## src/rtl/lcd_hd44780_responder_pkg.sv

```systemverilog
// Shared definitions for the HD44780 display-side responder: instruction
// opcodes, DDRAM constants and the mode/control state encodings.
package lcd_pkg;

  localparam logic [7:0] OP_CLEAR    = 8'h01;
  localparam logic [7:0] OP_HOME     = 8'h02;
  localparam logic [7:0] OP_ENTRY    = 8'h04;
  localparam logic [7:0] OP_DISPLAY  = 8'h08;
  localparam logic [7:0] OP_FUNCSET  = 8'h20;
  localparam logic [7:0] OP_SETDDRAM = 8'h80;

  localparam logic [6:0] LINE2_BASE = 7'h40;
  localparam logic [7:0] SPACE      = 8'h20;

  typedef enum logic [1:0] {
    INIT8  = 2'd0,
    NIB_HI = 2'd1,
    NIB_LO = 2'd2
  } mode_e;

  typedef enum logic {
    CTL_IDLE  = 1'b0,
    CTL_CLEAR = 1'b1
  } ctl_e;

  typedef struct packed {
    ctl_e  ctl;
    mode_e mode;
  } dbg_state_t;

  // Instructions are decoded by their highest set bit; this returns it one-hot.
  function automatic logic [7:0] top_bit(input logic [7:0] b);
    top_bit = 8'h00;
    for (int i = 0; i < 8; i++) begin
      if (b[i]) top_bit = 8'h01 << i;
    end
  endfunction

endpackage

```

## src/rtl/lcd_hd44780_responder_if.sv

```systemverilog
// 4-bit HD44780 bus as seen from the driver (master) and the display (slave).
// A transfer happens on the falling edge of iLcdE; iLcdRs, iLcdRw and
// iLcdData must be stable across that edge. There is no back-pressure.
interface lcd_hd44780_responder_if;
  logic       iLcdRs;
  logic       iLcdRw;
  logic       iLcdE;
  logic [3:0] iLcdData;

  modport master (output iLcdRs, output iLcdRw, output iLcdE, output iLcdData);
  modport slave  (input  iLcdRs, input  iLcdRw, input  iLcdE, input  iLcdData);
endinterface

```

## src/rtl/lcd_hd44780_responder_bus_sync.sv

```systemverilog
// Synchronizes the LCD bus into the Clock domain and detects the falling
// edge of E; RS/RW/data come out of the same stage so they align with strobe.
module lcd_bus_sync #(
  parameter int STAGES = 2
) (
  input  logic       Clock,
  input  logic       Reset,
  input  logic       rs,
  input  logic       rw,
  input  logic       e,
  input  logic [3:0] data,
  output logic       strobe,
  output logic       rs_s,
  output logic       rw_s,
  output logic [3:0] data_s
);

  // Packed as {rs, rw, e, data[3:0]}.
  logic [6:0] pipe [STAGES];
  logic       e_prev;

  always_ff @(posedge Clock or negedge Reset) begin
    if (!Reset) begin
      for (int i = 0; i < STAGES; i++) pipe[i] <= '0;
      e_prev <= 1'b0;
    end else begin
      pipe[0] <= {rs, rw, e, data};
      for (int i = 1; i < STAGES; i++) pipe[i] <= pipe[i-1];
      e_prev <= pipe[STAGES-1][4];
    end
  end

  assign rs_s   = pipe[STAGES-1][6];
  assign rw_s   = pipe[STAGES-1][5];
  assign data_s = pipe[STAGES-1][3:0];
  assign strobe = e_prev & ~pipe[STAGES-1][4];

endmodule

```

## src/rtl/lcd_hd44780_responder.sv

```systemverilog
// Display-side HD44780 model: runs the 8-bit/4-bit power-on handshake,
// assembles bytes, executes the driver's instruction subset and holds DDRAM.
module lcd_hd44780_responder
  import lcd_pkg::*;
#(
  parameter int LINE_LEN    = 40,
  parameter int SYNC_STAGES = 2
) (
  input  logic                    Clock,
  input  logic                    Reset,
  lcd_hd44780_responder_if.slave  lcd,
  input  logic [6:0]              iReadIndex,
  output logic [7:0]              oReadChar,
  output logic [6:0]              oAddr,
  output logic                    oFourBit,
  output logic                    oDisplayOn,
  output logic                    oBusy,
  output logic                    oByteValid,
  output logic [7:0]              oByte,
  output logic                    oByteRs,
  output logic                    oError,
  output dbg_state_t              oDbgState
);

  localparam int         DEPTH    = 2 * LINE_LEN;
  localparam logic [6:0] LAST1    = 7'(LINE_LEN - 1);
  localparam logic [6:0] LAST2    = LINE2_BASE + 7'(LINE_LEN - 1);
  localparam logic [6:0] DEPTH_M1 = 7'(DEPTH - 1);

  logic       strobe, rs_s, rw_s;
  logic [3:0] data_s;

  lcd_bus_sync #(.STAGES(SYNC_STAGES)) u_sync (
    .Clock  (Clock),
    .Reset  (Reset),
    .rs     (lcd.iLcdRs),
    .rw     (lcd.iLcdRw),
    .e      (lcd.iLcdE),
    .data   (lcd.iLcdData),
    .strobe (strobe),
    .rs_s   (rs_s),
    .rw_s   (rw_s),
    .data_s (data_s)
  );

  mode_e      mode;
  ctl_e       ctl;
  logic [6:0] clr_idx;
  logic       entry_inc;
  logic [3:0] hi_nib;
  logic       hi_rs;
  logic [7:0] ddram [DEPTH];

  function automatic logic [6:0] index_of(input logic [6:0] a);
    return a[6] ? 7'(LINE_LEN) + {1'b0, a[5:0]} : {1'b0, a[5:0]};
  endfunction

  function automatic logic addr_legal(input logic [6:0] a);
    return 32'(a[5:0]) < LINE_LEN;
  endfunction

  // The address counter wraps line 0 end <-> line 1 start in both directions.
  function automatic logic [6:0] step_addr(input logic [6:0] a, input logic inc);
    if (inc) begin
      if (a == LAST1) return LINE2_BASE;
      if (a == LAST2) return 7'h00;
      return a + 7'd1;
    end
    if (a == 7'h00)      return LAST2;
    if (a == LINE2_BASE) return LAST1;
    return a - 7'd1;
  endfunction

  logic       reject, rs_mismatch, assembled, exec_valid, exec_rs, addr_err;
  logic [7:0] exec_byte;

  always_comb begin
    reject      = 1'b0;
    rs_mismatch = 1'b0;
    assembled   = 1'b0;
    exec_valid  = 1'b0;
    exec_rs     = 1'b0;
    exec_byte   = 8'h00;
    if (strobe) begin
      if (rw_s || ctl == CTL_CLEAR) begin
        reject = 1'b1;
      end else begin
        case (mode)
          INIT8: begin
            if (data_s != 4'h3 && data_s != 4'h2) begin
              exec_valid = 1'b1;
              exec_byte  = {data_s, 4'h0};
            end
          end
          NIB_LO: begin
            if (rs_s != hi_rs) begin
              rs_mismatch = 1'b1;
            end else begin
              assembled  = 1'b1;
              exec_valid = 1'b1;
              exec_rs    = rs_s;
              exec_byte  = {hi_nib, data_s};
            end
          end
          default: ;
        endcase
      end
    end
    addr_err = exec_valid && !exec_rs && exec_byte[7] && !addr_legal(exec_byte[6:0]);
  end

  always_ff @(posedge Clock or negedge Reset) begin
    if (!Reset) begin
      mode       <= INIT8;
      ctl        <= CTL_CLEAR;
      clr_idx    <= 7'd0;
      entry_inc  <= 1'b1;
      hi_nib     <= 4'h0;
      hi_rs      <= 1'b0;
      oAddr      <= 7'h00;
      oDisplayOn <= 1'b0;
      oByteValid <= 1'b0;
      oByte      <= 8'h00;
      oByteRs    <= 1'b0;
      oError     <= 1'b0;
    end else begin
      oByteValid <= assembled;
      oError     <= reject | rs_mismatch | addr_err;
      if (assembled) begin
        oByte   <= exec_byte;
        oByteRs <= exec_rs;
      end

      if (ctl == CTL_CLEAR) begin
        if (clr_idx == DEPTH_M1) begin
          ctl       <= CTL_IDLE;
          clr_idx   <= 7'd0;
          oAddr     <= 7'h00;
          entry_inc <= 1'b1;
        end else begin
          clr_idx <= clr_idx + 7'd1;
        end
      end

      if (strobe && !reject) begin
        case (mode)
          INIT8:   if (data_s == 4'h2) mode <= NIB_HI;
          NIB_HI: begin
            hi_nib <= data_s;
            hi_rs  <= rs_s;
            mode   <= NIB_LO;
          end
          NIB_LO:  mode <= NIB_HI;
          default: mode <= INIT8;
        endcase
      end

      if (exec_valid) begin
        if (exec_rs) begin
          oAddr <= step_addr(oAddr, entry_inc);
        end else begin
          case (top_bit(exec_byte))
            OP_SETDDRAM: if (!addr_err) oAddr <= exec_byte[6:0];
            OP_FUNCSET:  if (exec_byte[4]) mode <= INIT8;
            OP_DISPLAY:  oDisplayOn <= exec_byte[2];
            OP_ENTRY:    entry_inc <= exec_byte[1];
            OP_HOME:     oAddr <= 7'h00;
            OP_CLEAR: begin
              ctl     <= CTL_CLEAR;
              clr_idx <= 7'd0;
            end
            default: ;
          endcase
        end
      end
    end
  end

  logic       mem_we;
  logic [6:0] mem_idx;
  logic [7:0] mem_wdata;

  always_comb begin
    mem_we    = 1'b0;
    mem_idx   = 7'd0;
    mem_wdata = 8'h00;
    if (ctl == CTL_CLEAR) begin
      mem_we    = 1'b1;
      mem_idx   = clr_idx;
      mem_wdata = SPACE;
    end else if (exec_valid && exec_rs) begin
      mem_we    = 1'b1;
      mem_idx   = index_of(oAddr);
      mem_wdata = exec_byte;
    end
  end

  // DDRAM contents are not reset; the post-reset clear fills them with spaces.
  always_ff @(posedge Clock) begin
    if (mem_we) ddram[mem_idx] <= mem_wdata;
  end

  always_ff @(posedge Clock or negedge Reset) begin
    if (!Reset) begin
      oReadChar <= 8'h00;
    end else if ({1'b0, iReadIndex} < 8'(DEPTH)) begin
      oReadChar <= ddram[iReadIndex];
    end else begin
      oReadChar <= 8'h00;
    end
  end

  assign oFourBit  = (mode != INIT8);
  assign oBusy     = (ctl == CTL_CLEAR);
  assign oDbgState = '{ctl: ctl, mode: mode};

endmodule

```

## src/flat_wrapper.sv

```systemverilog
// flat-port wrapper written by rule: the top's interface ports become plain ports
module lcd_hd44780_responder_flat import lcd_pkg::*;
#(
  parameter int LINE_LEN    = 40,
  parameter int SYNC_STAGES = 2
)
  (Clock, Reset, iReadIndex, oReadChar, oAddr, oFourBit, oDisplayOn, oBusy, oByteValid, oByte, oByteRs, oError, oDbgState, lcd_iLcdRs, lcd_iLcdRw, lcd_iLcdE, lcd_iLcdData);
  lcd_hd44780_responder_if lcd_i ();
  input  logic Clock;
  input  logic Reset;
  input  logic [6:0] iReadIndex;
  output logic [7:0] oReadChar;
  output logic [6:0] oAddr;
  output logic oFourBit;
  output logic oDisplayOn;
  output logic oBusy;
  output logic oByteValid;
  output logic [7:0] oByte;
  output logic oByteRs;
  output logic oError;
  output dbg_state_t oDbgState;
  input wire logic [$bits(lcd_i.iLcdRs)-1:0] lcd_iLcdRs;
  input wire logic [$bits(lcd_i.iLcdRw)-1:0] lcd_iLcdRw;
  input wire logic [$bits(lcd_i.iLcdE)-1:0] lcd_iLcdE;
  input wire logic [$bits(lcd_i.iLcdData)-1:0] lcd_iLcdData;
  assign lcd_i.iLcdRs = lcd_iLcdRs;
  assign lcd_i.iLcdRw = lcd_iLcdRw;
  assign lcd_i.iLcdE = lcd_iLcdE;
  assign lcd_i.iLcdData = lcd_iLcdData;
  lcd_hd44780_responder #(.LINE_LEN(LINE_LEN), .SYNC_STAGES(SYNC_STAGES)) u_core (.Clock(Clock), .Reset(Reset), .lcd(lcd_i), .iReadIndex(iReadIndex), .oReadChar(oReadChar), .oAddr(oAddr), .oFourBit(oFourBit), .oDisplayOn(oDisplayOn), .oBusy(oBusy), .oByteValid(oByteValid), .oByte(oByte), .oByteRs(oByteRs), .oError(oError), .oDbgState(oDbgState));
endmodule
```

## config.mk

```make
export PLATFORM = sky130hd
export DESIGN_NAME = lcd_hd44780_responder_flat
export DESIGN_NICKNAME = d
export VERILOG_FILES = /design/src/rtl/lcd_hd44780_responder_pkg.sv /design/src/rtl/lcd_hd44780_responder_if.sv /design/src/rtl/lcd_hd44780_responder_bus_sync.sv /design/src/rtl/lcd_hd44780_responder.sv /design/src/flat_wrapper.sv
export SDC_FILE = /design/constraint.sdc
export NUM_CORES = 1
export LEC_CHECK = 0
export ABC_AREA = 1
export BUFFER_PORTS_ARGS = -buffer_cell sky130_fd_sc_hd__buf_2
export CAP_MARGIN = 20
export CORE_MARGIN = 5
export CORE_UTILIZATION = 35
export CTS_BUF_LIST = sky130_fd_sc_hd__clkbuf_4 sky130_fd_sc_hd__clkbuf_8
export CTS_CLUSTER_DIAMETER = 60
export DETAILED_ROUTE_END_ITERATION = 12
export GPL_TIMING_DRIVEN = 0
export SYNTH_ARGS = -nofsm -noshare
export SYNTH_HDL_FRONTEND = slang
export SYNTH_HIERARCHICAL = 1
export SYNTH_SLANG_ARGS = --single-unit
```

## constraint.sdc

```tcl
create_clock -name Clock -period 6.45 [get_ports Clock]
set_input_delay 1.29 -clock Clock [delete_from_list [all_inputs] [get_ports Clock]]
set_output_delay 1.29 -clock Clock [all_outputs]
set_load 0.005 [all_outputs]
```

======== Word level (Yosys, flattened, before mapping) ========
Memories as Yosys holds them, arrays and structs flattened.
Index checks and enable logic that the tools add are counted.
operators by class
  bitwise gates (word level) .............. 5
  $add $sub $neg .......................... 4
  order comparisons ....................... 2
  reduce and logical (&&, ||, !) cells .... 15
  muxes and demuxes ....................... 102
  equality and inequality tests ........... 16
operator list
  cell                   number
  $mux W7                24
  $mux W8                10
  $mux W1                53
  $eq A7 B7 Y1 const B   3
  $pmux W8 S2            1
  $add A7 B1 Y7 const B  2
  $mux W2                7
  $pmux W7 S2            1
  $eq A8 B1 Y1 const B   1
  $eq A8 B2 Y1 const B   1
  $eq A8 B3 Y1 const B   1
  $eq A8 B4 Y1 const B   1
  $eq A8 B6 Y1 const B   1
  $eq A8 B8 Y1 const B   1
  $ne A4 B2 Y1 const B   2
  $add A6 B6 Y7 const A  1
  $eq A7 B6 Y1 const B   1
  $logic_not A7 Y1       1
  $lt A7 B7 Y1 const B   1
  $sub A7 B1 Y7 const B  1
  $logic_and A1 B1 Y1    6
  $lt A6 B6 Y1 const B   1
  $mux W6                1
  $pmux W2 S3            1
  17 further kinds       21
word-level totals
  logic and storage cells ................. 161
  input port bits ......................... 16
  output and inout port bits .............. 32
  register bits ........................... 58
  memories ................................ 1
  RAM bits ................................ 640
memory list
  memory        words  width  rd ports  clocked after memory_dff  wr ports  line                         source
  u_core.ddram  80     8      1         0                         1         lcd_hd44780_responder.sv:52  logic [7:0] ddram [DEPTH];

======== Logic depth before layout (Yosys ltp) ========
  depth after elaboration ................. 21
  depth in mapped cells ................... 16
  mapped depth without buffers ............ 15

======== By module ========
The synthesis kept the hierarchy.
by module, submodules not included
  module                 area an instance (µm²)  instances  cells an instance
  lcd_hd44780_responder  28317.2                 1          2345
  lcd_bus_sync           415.4                   1          21

======== Worst setup path before layout ========
No wires, ideal clock.
  kind .................................... register to register
  start ................................... register u_core.u_sync.pipe, in the netlist u_core/u_sync/rs_s
  end ..................................... memory u_core.ddram[0][5], data pin
  cell stages (with the launch flop) ...... 8
  arrival time ............................ 4.497 ns
  period minus slack after synthesis ...... 5.323 ns
  setup slack ............................. 1.127 ns
  cells stage by stage .................... dfrtp_1 > ha_1 > nor2_4 > nand2_4 > inv_2 > nand2_4 > clkbuf_1 > o21ai_0
on the way
  word-level cells in the longest chain between the ends .. 8
  elaborated cells between the ends (all ways) .. 16
  classes of those cells .................. eq/ne (1); mux (14); reduce/logical (1)
RTL lines
  element                                        line                                  source
  start: declaration                             lcd_hd44780_responder_bus_sync.sv:19  logic [6:0] pipe [STAGES];
  $ne A1 B1 Y1                                   lcd_hd44780_responder.sv:96           if (rs_s != hi_rs) begin
  $mux W1                                        lcd_hd44780_responder.sv:96
  $pmux W1 S2 / $mux W1 (equally long branches)  lcd_hd44780_responder.sv:88           case (mode)
  $mux W1                                        lcd_hd44780_responder.sv:85           if (rw_s || ctl == CTL_CLEAR) begin
  $mux W1                                        lcd_hd44780_responder.sv:84           if (strobe) begin
  $logic_and A1 B1 Y1                            lcd_hd44780_responder.sv:191          end else if (exec_valid && exec_rs) begin
  $mux W8 *                                      lcd_hd44780_responder.sv:191
  $mux W8 *                                      lcd_hd44780_responder.sv:187          if (ctl == CTL_CLEAR) begin
  via u_core.mem_wdata[5]                        lcd_hd44780_responder.sv:181          logic [7:0] mem_wdata;
  end: declaration                               lcd_hd44780_responder.sv:52
Mark *: on every way through the listed nets, which the timed path passes. The rest lies on a longest branch.

======== Worst setup path in the final report ========
  start ................................... input iReadIndex[1]
  end ..................................... register u_core.oReadChar[4]
on the way
  word-level cells in the longest chain between the ends .. 2
  elaborated cells between the ends (all ways) .. 3
  classes of those cells .................. order compare (1); mux (1); memory (1)
RTL lines
  element                                                line                          source
  start: declaration                                     flat_wrapper.sv:11            input logic [6:0] iReadIndex;
  $mem_v2 Z80 W8 / $lt A7 B7 Y1 (equally long branches)  --
  $mux W8 *                                              lcd_hd44780_responder.sv:206  end else if ({1'b0, iReadIndex} < 8'(DEPTH)) begin
  end signal: assignment                                 lcd_hd44780_responder.sv:207  oReadChar <= ddram[iReadIndex];
  end: declaration                                       lcd_hd44780_responder.sv:13   output logic [7:0] oReadChar,
Mark *: on every way between the ends. The rest lies on a longest branch, timed or not.
A chain may end at the register's enable or synchronous reset.

==> qor.csv <==
stage,metric,value,unit
floorplanning,full die area,87900,um2
synth,"FFs w/ async S/R, synth",0.0831,
final_layout,final core occ,0.403,
synth,synthesized cell area,28700,um2
synth,"EDFF count, synth",640,
worst_setup_path,CP startpoint kind,input pin,
floorplanning,DIE WIDTH,297,um
route,DR vias/cell,5.60,
timing,RSZ-0062 raised after global routing,no,
timing,"Min Clock Period, post-route",3.75,ns
route,initial DRC count,2891,
synth,Synth cell types,47,
worst_setup_path,CP arrival,4.35,ns
route,vias,20700,
run,Max Cap Violations,0,
synth,Ys Warns,6,
clock_tree,Post-CTS Hold Buffers,0,
final_layout,Final Non-Filler Cells,3699,
clock_tree,htree depth,3,
clock_tree,Post-CTS Setup Bufs,0,
synth,"FF+latch count, synth",698,
min_path,HP Class,flip-flop to flip-flop,
worst_setup_path,CP cell instances,buf_2 -> inv_1 -> buf_2 -> clkbuf_1 -> o21ai_0 -> o221ai_1 -> nand3_1 -> nand2_1 -> nor2_1 -> nor2_1 -> nor2_1 -> nor2_1,
route,drt drc,0,
clock_tree,CTS Root Buffer Type,clkbuf_8,
worst_setup_path,Setup crit start,iReadIndex[1],
final_layout,nets,2564,
place,HPWL Detailed,64400,um
global_routing,first-pass GRT wire length,136000,um
timing,Setup Viol. Count Final,0,
timing,Fin. Hold Viols,0,
place,Setup WS pre-CTS,2.10,ns
place,dpl cells,3497,
global_routing,pin count of the biggest net entering global routing,46,
synth,Syn Nets,2388,
clock_tree,clk_lat worst skew,0.74,ns
route,drt wl/cell,25.4,um
timing,slew margin rel.,0.237,
synth,biggest area consumer among synthesized cells,edfxtp_1,
timing,worst slew pin tran,1.14,ns
min_path,hold depth,0,
pwr,leakage power,0.0127,uW
global_routing,initial antenna violation count,4,
min_path,Hold Path Origin,u_core/u_sync/pipe[7],
route,Routed Antenna Nets,0,
timing,Worst Skew,0.0362,ns
timing,max-slew violation count,0,
worst_setup_path,Reg2Reg Depth,11,
synth,synth top area cells,"edfxtp_1 (67%), nor2_1 (6.9%), o21ai_0 (5.8%)",
global_routing,GRT Overall Usage,0.210,
synth,top-area cell type share of the netlist area,0.669,
worst_setup_path,RR Startpoint,u_core/oBusy,
synth,Synth Instances,2366,
pwr,PD cells,286,nW/um2
clock_tree,CTS buffer count,112,
synth,synth cell count leaders,"edfxtp_1 (640), nor2_1 (525), o21ai_0 (335), nand2_1 (205), nand3_1 (113)",
place,GP Congestion,0.942,
clock_tree,post-cts resize count,0,
floorplanning,die height,297,um
route,total routed wirelength,94100,um
clock_tree,CTS Sinks,698,
floorplanning,IO Count,48,
timing,Fin Setup TNS,0,ns
floorplanning,Core Region,81700,um2
global_routing,vias in the first global route,20100,
final_layout,Area Overhead vs Synth,14.7,%
worst_setup_path,Setup CP Type,input pin to flip-flop,
worst_setup_path,Crit Path Max Fanout,10,
timing,Fmax achieved,266,MHz
synth,most common cell in the netlist,edfxtp_1,
worst_setup_path,Slowest cell on crit path,clkbuf_1,
timing,final setup margin,2.70,ns
synth,synthesized area per cell,12.1,um2
place,number of port buffers,44,
floorplanning,row count,105,
worst_setup_path,"Top cell by count, worst path",nor2_1,
clock_tree,clock tree from TritonCTS,yes,
synth,register area share after synthesis,0.719,
timing,"Period Utilization, post-route",0.582,
clock_tree,Max clock buf depth,3,
final_layout,share of layout cells above drive strength 1,0.136,
outcome,status,finished clean,
pwr,maximum vdd drop,0.000139,V
clock_tree,"Clk pin slew, worst setup/hold paths",0.07,ns
floorplanning,Initial Util,0.352,
synth,"Top FF cell, synth",edfxtp_1,
worst_setup_path,"Req. time, crit path",7.05,ns
global_routing,Overflow after GRT,0,
worst_setup_path,crit end category,flip-flop,
route,drt pass-1 iters,6,
worst_setup_path,Crit path largest cell delay,0.64,ns
area by class of cell:
class / instances / area [um2]
clock buffer: 161 / 1960
antenna: 4 / 10.0
tap: 1070 / 1340
buffer: 144 / 627
clock inverter: 36 / 245
inverter: 66 / 251
multi-input combinational: 1458 / 7250
fill: 7776 / 48700
timing repair buffer: 62 / 621
sequential: 698 / 20700
metrics by stage:
step	power [uW]	hold slack, ns	cell area [um2]
final	9420	0.346	33000
after global routing	9750	0.360	33000
after CTS	9450	0.350	32900
after detailed placement	5730	0.337	30700
after global placement	5720	0.333	30300
after floorplan	5430	0.331	28700
metal layers:
layer	global-route usage	share of wire
met5	0	0
met4	0.0916	0.047
met1	0.282	0.39
met3	0.0486	0.11
met2	0.330	0.45
worst max-delay path, delay by kind of cell:
family                 cells  cell delay, ns
AO/OA/AOI/OAI              2            0.59
buffers and inverters      4            1.37
AND/OR/NAND/NOR            6            1.08
worst paths after layout:
kind | to | slack [ns]
setup / recovery | u_core/oReadChar[4] | 2.70
hold / removal | u_core/u_sync/data_s[0] | 0.35
setup reg to reg | u_core/ddram[9][7] | 2.77
hold reg to reg | u_core/u_sync/data_s[0] | 0.35
max in group asynchronous | u_core/entry_inc | 5.23
min in group asynchronous | u_core/mode[1] | 0.55
cell families (layout without fill, tap and decap cells):
| logic type | Yosys count | in the layout | synth area share |
|---|---|---|---|
| AO/OA/AOI/OAI | 551 | 551 | 0.115 |
| buffers and inverters | 210 | 469 | 0.0306 |
| flip-flops | 698 | 698 | 0.719 |
| other | 0 | 4 | 0 |
| adder cells (fa/ha/maj) | 6 | 6 | 0.00261 |
| XOR/XNOR | 8 | 8 | 0.00244 |
| multiplexers | 1 | 1 | 0.000392 |
| AND/OR/NAND/NOR | 892 | 892 | 0.129 |
sequential cells by signal (all words and copies together), names as in the netlist, 2 cells and up:
signal / count
u_core/u_sync/data_s: 4
u_core/oReadChar: 8
u_core/clr_idx: 7
u_core/u_sync/pipe: 8
u_core/hi_nib: 4
u_core/mode: 2
u_core/ddram: 640
u_core/oAddr: 7
u_core/oByte: 8
power breakdown:
part	switching [uW]	internal [uW]	leakage [uW]	total, uW
sequential	32.7	4910	0.00818	4940
combinational	511	203	0.00339	713
clock	1740	2020	0.00116	3760
total	2280	7140	0.0127	9420
layout by cell type (no fill, tap or decap), types with 8 or more instances in the layout:
cell type  count
edfxtp_1     640
nor2_1       518
o21ai_0      334
nand2_1      205
clkbuf_8     120
nand3_1      113
clkbuf_1      90
buf_2         80
o211ai_1      74
o221ai_1      70
dfrtp_1       56
inv_1         51
clkbuf_4      41
a21oi_1       25
clkinv_1      22
o22ai_1       15
clkinv_2      11
buf_4         11
nand2_2       11
nor2_4        11
buf_12        11
o21ai_1       10
inv_2          8
o31ai_1        8
No activity file was read; power rests on OpenSTA's default activity.
